$ cat config.mk
export PLATFORM = sky130hd
export DESIGN_NAME = kcpsm6_int_ctrl
export DESIGN_NICKNAME = d
export VERILOG_FILES = /design/src/rtl/kcpsm6_int_pkg.sv /design/src/rtl/prio_enc8.sv /design/src/rtl/kcpsm6_int_ctrl.sv
export SDC_FILE = /design/constraint.sdc
export NUM_CORES = 1
export LEC_CHECK = 0
export ABC_AREA = 1
export CAP_MARGIN = 20
export CORE_MARGIN = 5
export CORE_UTILIZATION = 50
export CTS_CLUSTER_DIAMETER = 80
export DETAILED_ROUTE_END_ITERATION = 16
export MAX_ROUTING_LAYER = met4
export PLACE_DENSITY = 0.82
export SYNTH_ARGS = -nofsm -noshare
export SYNTH_HDL_FRONTEND = slang
export SYNTH_SLANG_ARGS = --single-unit
$ cat constraint.sdc
create_clock -name clk -period 2.4 [get_ports clk]
set_clock_uncertainty 0.05 [all_clocks]
set_input_delay 0.6 -clock clk [delete_from_list [all_inputs] [get_ports clk]]
set_output_delay 0.6 -clock clk [all_outputs]
set_load 0.02 [all_outputs]
$ cat src/rtl/kcpsm6_int_pkg.sv
// kcpsm6_int_pkg
// Shared definitions for the KCPSM6 interrupt controller: register offsets,
// FSM state encoding, VECTOR register layout and a source-mask helper.
package kcpsm6_int_pkg;

  // Register offsets relative to BASE_PORT
  localparam logic [2:0] REG_STATUS = 3'd0;
  localparam logic [2:0] REG_MASK   = 3'd1;
  localparam logic [2:0] REG_CLEAR  = 3'd2;
  localparam logic [2:0] REG_VECTOR = 3'd3;
  localparam logic [2:0] REG_SWTRIG = 3'd4;

  // VECTOR register layout: {in_service, 4'b0, active_idx[2:0]}
  localparam int VEC_INSVC_BIT = 7;
  localparam int VEC_IDX_LSB   = 0;
  localparam int VEC_IDX_W     = 3;

  typedef enum logic [1:0] {
    ST_IDLE    = 2'd0,
    ST_ASSERT  = 2'd1,
    ST_SERVICE = 2'd2
  } int_state_e;

  // Bit mask with the low n bits set (n in 1..8)
  function automatic logic [7:0] src_mask(input int n);
    logic [7:0] m;
    m = 8'h00;
    for (int i = 0; i < 8; i++) begin
      if (i < n) m[i] = 1'b1;
    end
    return m;
  endfunction

endpackage

$ cat src/rtl/prio_enc8.sv
// prio_enc8
// Combinational lowest-index priority encoder over 8 request bits.
// Ports:
//   req   in  8  request vector
//   idx   out 3  index of lowest set request (0 when none)
//   valid out 1  at least one request set
module prio_enc8 (
  input  logic [7:0] req,
  output logic [2:0] idx,
  output logic       valid
);

  always_comb begin
    idx   = 3'd0;
    valid = |req;
    // Scan downward so the lowest set bit is the last assignment
    for (int i = 7; i >= 0; i--) begin
      if (req[i]) idx = 3'(i);
    end
  end

endmodule

$ cat src/rtl/kcpsm6_int_ctrl.sv
// kcpsm6_int_ctrl
// Interrupt controller for the KCPSM6 subsystem. Captures rising edges on up
// to eight sources into pending bits, gates requests with a mask, raises the
// processor interrupt for the lowest pending enabled source and tracks the
// acknowledge/service handshake.
// Ports:
//   clk, reset      clock and synchronous active-high reset
//   port_id         processor port address
//   out_port        processor write data
//   write_strobe    write qualifier
//   read_strobe     read qualifier (reads have no side effects)
//   rd_data         registered read data, 0 outside the block's range
//   irq_src         interrupt sources (synchronous to clk)
//   interrupt       to processor
//   interrupt_ack   from processor
module kcpsm6_int_ctrl
  import kcpsm6_int_pkg::*;
#(
  parameter int         NUM_SOURCES = 8,
  parameter logic [7:0] BASE_PORT   = 8'h40
) (
  input  logic                   clk,
  input  logic                   reset,
  input  logic [7:0]             port_id,
  input  logic [7:0]             out_port,
  input  logic                   write_strobe,
  input  logic                   read_strobe,
  output logic [7:0]             rd_data,
  input  logic [NUM_SOURCES-1:0] irq_src,
  output logic                   interrupt,
  input  logic                   interrupt_ack
);

  localparam logic [7:0] SRC_MASK = src_mask(NUM_SOURCES);

  // Reads have no side effects, so the read qualifier is not needed here
  logic unused_read_strobe;
  assign unused_read_strobe = read_strobe;

  logic [7:0] src_w;
  logic [7:0] src_q, edge_q, pending_q, mask_q;
  logic [7:0] wr_clear, wr_swtrig, pending_d, req;
  logic [7:0] rd_next;
  logic       blk_hit;
  logic [2:0] off;
  logic [2:0] idx_q, idx_d, enc_idx;
  logic       enc_vld;
  int_state_e state_q, state_d;

  assign src_w   = 8'(irq_src) & SRC_MASK;
  assign blk_hit = (port_id[7:3] == BASE_PORT[7:3]);
  assign off     = port_id[2:0];

  assign wr_clear  = (write_strobe && blk_hit && off == REG_CLEAR)  ? (out_port & SRC_MASK) : 8'h00;
  assign wr_swtrig = (write_strobe && blk_hit && off == REG_SWTRIG) ? (out_port & SRC_MASK) : 8'h00;

  // Set sources are OR-ed after the clear so a same-cycle set wins
  assign pending_d = (pending_q & ~wr_clear) | edge_q | wr_swtrig;

  // Mask only gates request generation, never capture
  assign req = pending_q & mask_q;

  prio_enc8 u_prio (
    .req   (req),
    .idx   (enc_idx),
    .valid (enc_vld)
  );

  // Edge detect is registered: sample at edge N, pending set at edge N+1
  always_ff @(posedge clk) begin
    if (reset) begin
      src_q     <= 8'h00;
      edge_q    <= 8'h00;
      pending_q <= 8'h00;
      mask_q    <= 8'h00;
    end else begin
      src_q     <= src_w;
      edge_q    <= src_w & ~src_q;
      pending_q <= pending_d;
      if (write_strobe && blk_hit && off == REG_MASK)
        mask_q <= out_port & SRC_MASK;
    end
  end

  // Read mux, registered every cycle from port_id
  always_comb begin
    rd_next = 8'h00;
    if (blk_hit) begin
      case (off)
        REG_STATUS: rd_next = pending_q;
        REG_MASK:   rd_next = mask_q;
        REG_VECTOR: begin
          rd_next[VEC_INSVC_BIT]                   = (state_q == ST_SERVICE);
          rd_next[VEC_IDX_LSB +: VEC_IDX_W]        = idx_q;
        end
        default:    rd_next = 8'h00;
      endcase
    end
  end

  always_ff @(posedge clk) begin
    if (reset) rd_data <= 8'h00;
    else       rd_data <= rd_next;
  end

  // FSM next state; active index only moves on IDLE->ASSERT
  always_comb begin
    state_d = state_q;
    idx_d   = idx_q;
    case (state_q)
      ST_IDLE: begin
        if (enc_vld) begin
          idx_d   = enc_idx;
          state_d = ST_ASSERT;
        end
      end
      ST_ASSERT: begin
        if (interrupt_ack) state_d = ST_SERVICE;
      end
      ST_SERVICE: begin
        if (!pending_q[idx_q]) state_d = ST_IDLE;
      end
      default: state_d = ST_IDLE;
    endcase
  end

  always_ff @(posedge clk) begin
    if (reset) begin
      state_q <= ST_IDLE;
      idx_q   <= 3'd0;
    end else begin
      state_q <= state_d;
      idx_q   <= idx_d;
    end
  end

  // Decoded straight from the state register, so it is glitch-free
  assign interrupt = (state_q == ST_ASSERT);

endmodule
==> out/summary.md <==
The tools report the largest buffer count on any clock path as 2. The pre-antenna-repair detailed-routing pass consisted of 4 iterations. In the routed design, unresolved DRC markers number 0. The proportion of synthesized flip-flops having asynchronous set or reset came out at 0.

The overall track demand over capacity in global routing is 0.1777. The type of destination of the critical path was a primary output. Setup repair after global routing left no endpoint under its margin. Timing would allow up to 470.5 MHz.

Entering global routing, the biggest net connects 29 pins. TritonCTS built the clock tree. The leading cell type by number of instances after synthesis is nand2_1.

The area share of the largest cell type after synthesis works out to 0.4663. The congestion estimate from routability-driven global placement came to 0.9404. The number of core rows is 22, and the wire length of the first global-routing pass is 6996 um.

The antenna diode count is 0, and the setup total negative slack is 0 ns. The portion of the clock cycle consumed by the worst path in the final layout was 0.8855; the via count of the first global-routing pass was 1568. For this design the static power due to leakage is 1.040 nW.

The run gives 293 as the synthesized net count. The run gives 5 as the total clock buffers created by CTS. The tools report the synthesis warning total as 0.

The root buffer cell chosen for the clock tree is clkbuf_8. Summing over every cut layer, the via total after detailed routing is 1787. The peak fanout along the critical path was 3. The synthesized netlist contains 26 unique library cells.

The post-synthesis area per instance was 7.318 um2. The required time reported for the critical path endpoint is 1.75 ns. The share of post-route cells with drive strength above 1 is 0.07818, and the count of nets after finishing is 336. The die is 72.16 um tall. The power per unit of standard cell area was 564.2 mW/mm2; the synthesized flop and latch total was 45. The tools report the first-iteration detailed-routing DRC count as 122. The flow ran to the end, and the final reports show no timing, DRC or antenna violations. Hold timing on the final database bottoms out at a slack of 0.3406 ns. The number of sinks on the clock net came out at 45. For the end-of-flow core utilization, the log shows 0.6609. The clock insertion delay at the later pin of the skew report came out at 0.29 ns. Once the clock tree was built, the setup fixing pass inserted 0 buffers. The worst setup path is launched from a flop.

Number of antenna-violating nets in the routed design: 0. The worst endpoint data arrival time is 1.48 ns, and the H-tree depth is 2. The die is 72.16 um wide. The logs give 0.005207 mm2 for the area of the die and 0 for the final number of hold-violating endpoints. Counting I/O delays and the setup requirement, the final critical path takes 2.125 ns.

The run gives 3218 um as the estimated wirelength of the detail-placed design. The clock slew at the register clock pins of the worst setup and hold paths is 0.08 ns, and the area overhead of the layout relative to synthesis is 27.14%. The path type of the worst setup path is reg -> out. Of all cell types, the one taking the most synthesized area is dfxtp_1. The part of the Yosys area used for sequential elements came out at 0.4663. For the total grt overflow, the log shows 0. The cell area that synthesis handed to floorplanning was 0.001932 mm2. The tools report the final wirelength as 4154 um. IR analysis of the VDD net gives a maximum drop of 0.4166 mV.

For the initial antenna violation count, the log shows 0. Top-level port count: 38. In the synthesized netlist the dominant register cell turns out to be dfxtp_1.

The detailed-route wire length per cell works out to 11.70 um. After synthesis, the cell types taking the most area are dfxtp_1 47%, nand2_1 9.9%, nor2_1 8.4%. For the max-cap check violation count, the log shows 0. The number of hold buffers added after CTS was 0. In the routed layout, each cell is associated on average with a via count of 5.034. The total area inside the core boundary comes to 0.003716 mm2. Gates resized during post-CTS repair numbered 0. The path class of the tightest hold or removal check is reg -> reg. The max-slew violation count was 0; the number of standard cells after synthesis was 264. The commonest cells after synthesis are 51 x nand2_1, 45 x dfxtp_1, 43 x nor2_1. Port buffering added 36 buffers. The worst-margin pin slew was 0.4444 ns; the worst slew margin relative to its limit was 0.7028. The run gives 0.5199 as the starting density of the core.

The count of flip-flops with a built-in enable after synthesis works out to 0. The number of setup violations in the final report is 0.
-- state kept, by name, indices dropped and copies added, names as in the netlist --
register,cells
pending_q,8
mask_q,8
rd_data,8
state_q,2
src_q,8
edge_q,8
idx_q,3
-- cell families (layout without fill, tap and decap cells) --
| group | count (synthesis) | count (layout) | synth area share |
|---|---|---|---|
| compound gates | 37 | 37 | 0.1043 |
| buf+inv | 48 | 91 | 0.1004 |
| flops | 45 | 45 | 0.4663 |
| simple gates | 134 | 134 | 0.3290 |
-- through the flow --
stage	instance area, um2	setup WS [ns]	cells	power, mW
floorplan	1932	0.8212	264	0.8605
global placement	2370	0.3611	348	0.9309
detailed placement	2370	0.3122	348	0.9360
CTS	2456	0.2707	355	1.400
global route	2456	0.2047	355	1.449
finish	2456	0.2748	355	1.386
-- metal layers --
layer	up-vias	global-route usage	share of wire
met4	0	0.05637	0.013
met2	37	0.2851	0.48
li1	939	-	-
met1	805	0.2165	0.46
met5	-	-	0
met3	6	0.04848	0.044
-- worst paths after layout --
check	startpoint	end	slack, ns	depth (start not counted)
setup / recovery	state_q[0]	interrupt	0.27	3
hold / removal	src_q[4]	edge_q[4]	0.34	1
setup reg to reg	pending_q[6]	idx_q[1]	0.98	6
hold reg to reg	src_q[4]	edge_q[4]	0.34	1
-- power by group --
part / total (mW) / internal (mW) / switching [mW]
clock: 0.467 / 0.228 / 0.239
sequential: 0.788 / 0.770 / 0.0175
combinational: 0.131 / 0.0662 / 0.0646
total: 1.39 / 1.06 / 0.321
-- final cells by class --
class / count / area [um2]
clock buffers: 7 / 86.33
well taps: 48 / 60.06
multi-input cells: 171 / 837.1
flip-flops and latches: 45 / 900.9
fillers: 359 / 1260
inverters: 41 / 158.9
repair buffers: 43 / 412.9
-- placed cells by master (no fill, tap or decap), drive strengths merged, types with 5 or more instances in the layout --
master | Yosys | routed
a21oi | 18 | 18
buf | 5 | 7
clkbuf | 2 | 7
clkdlybuf4s50 | 0 | 36
dfxtp | 45 | 45
inv | 40 | 40
nand2 | 53 | 53
nand3 | 5 | 5
nand4 | 18 | 18
nor2 | 45 | 45
nor3 | 11 | 11
o21ai | 14 | 14
-- worst max-delay path, stage by stage (launching register included) --
cell and delay, ns:
dfxtp_1 0.37, inv_1 0.07, nor2_1 0.12, clkdlybuf4s50_1 0.62
Note: power is estimated with default switching activity, not from simulation.
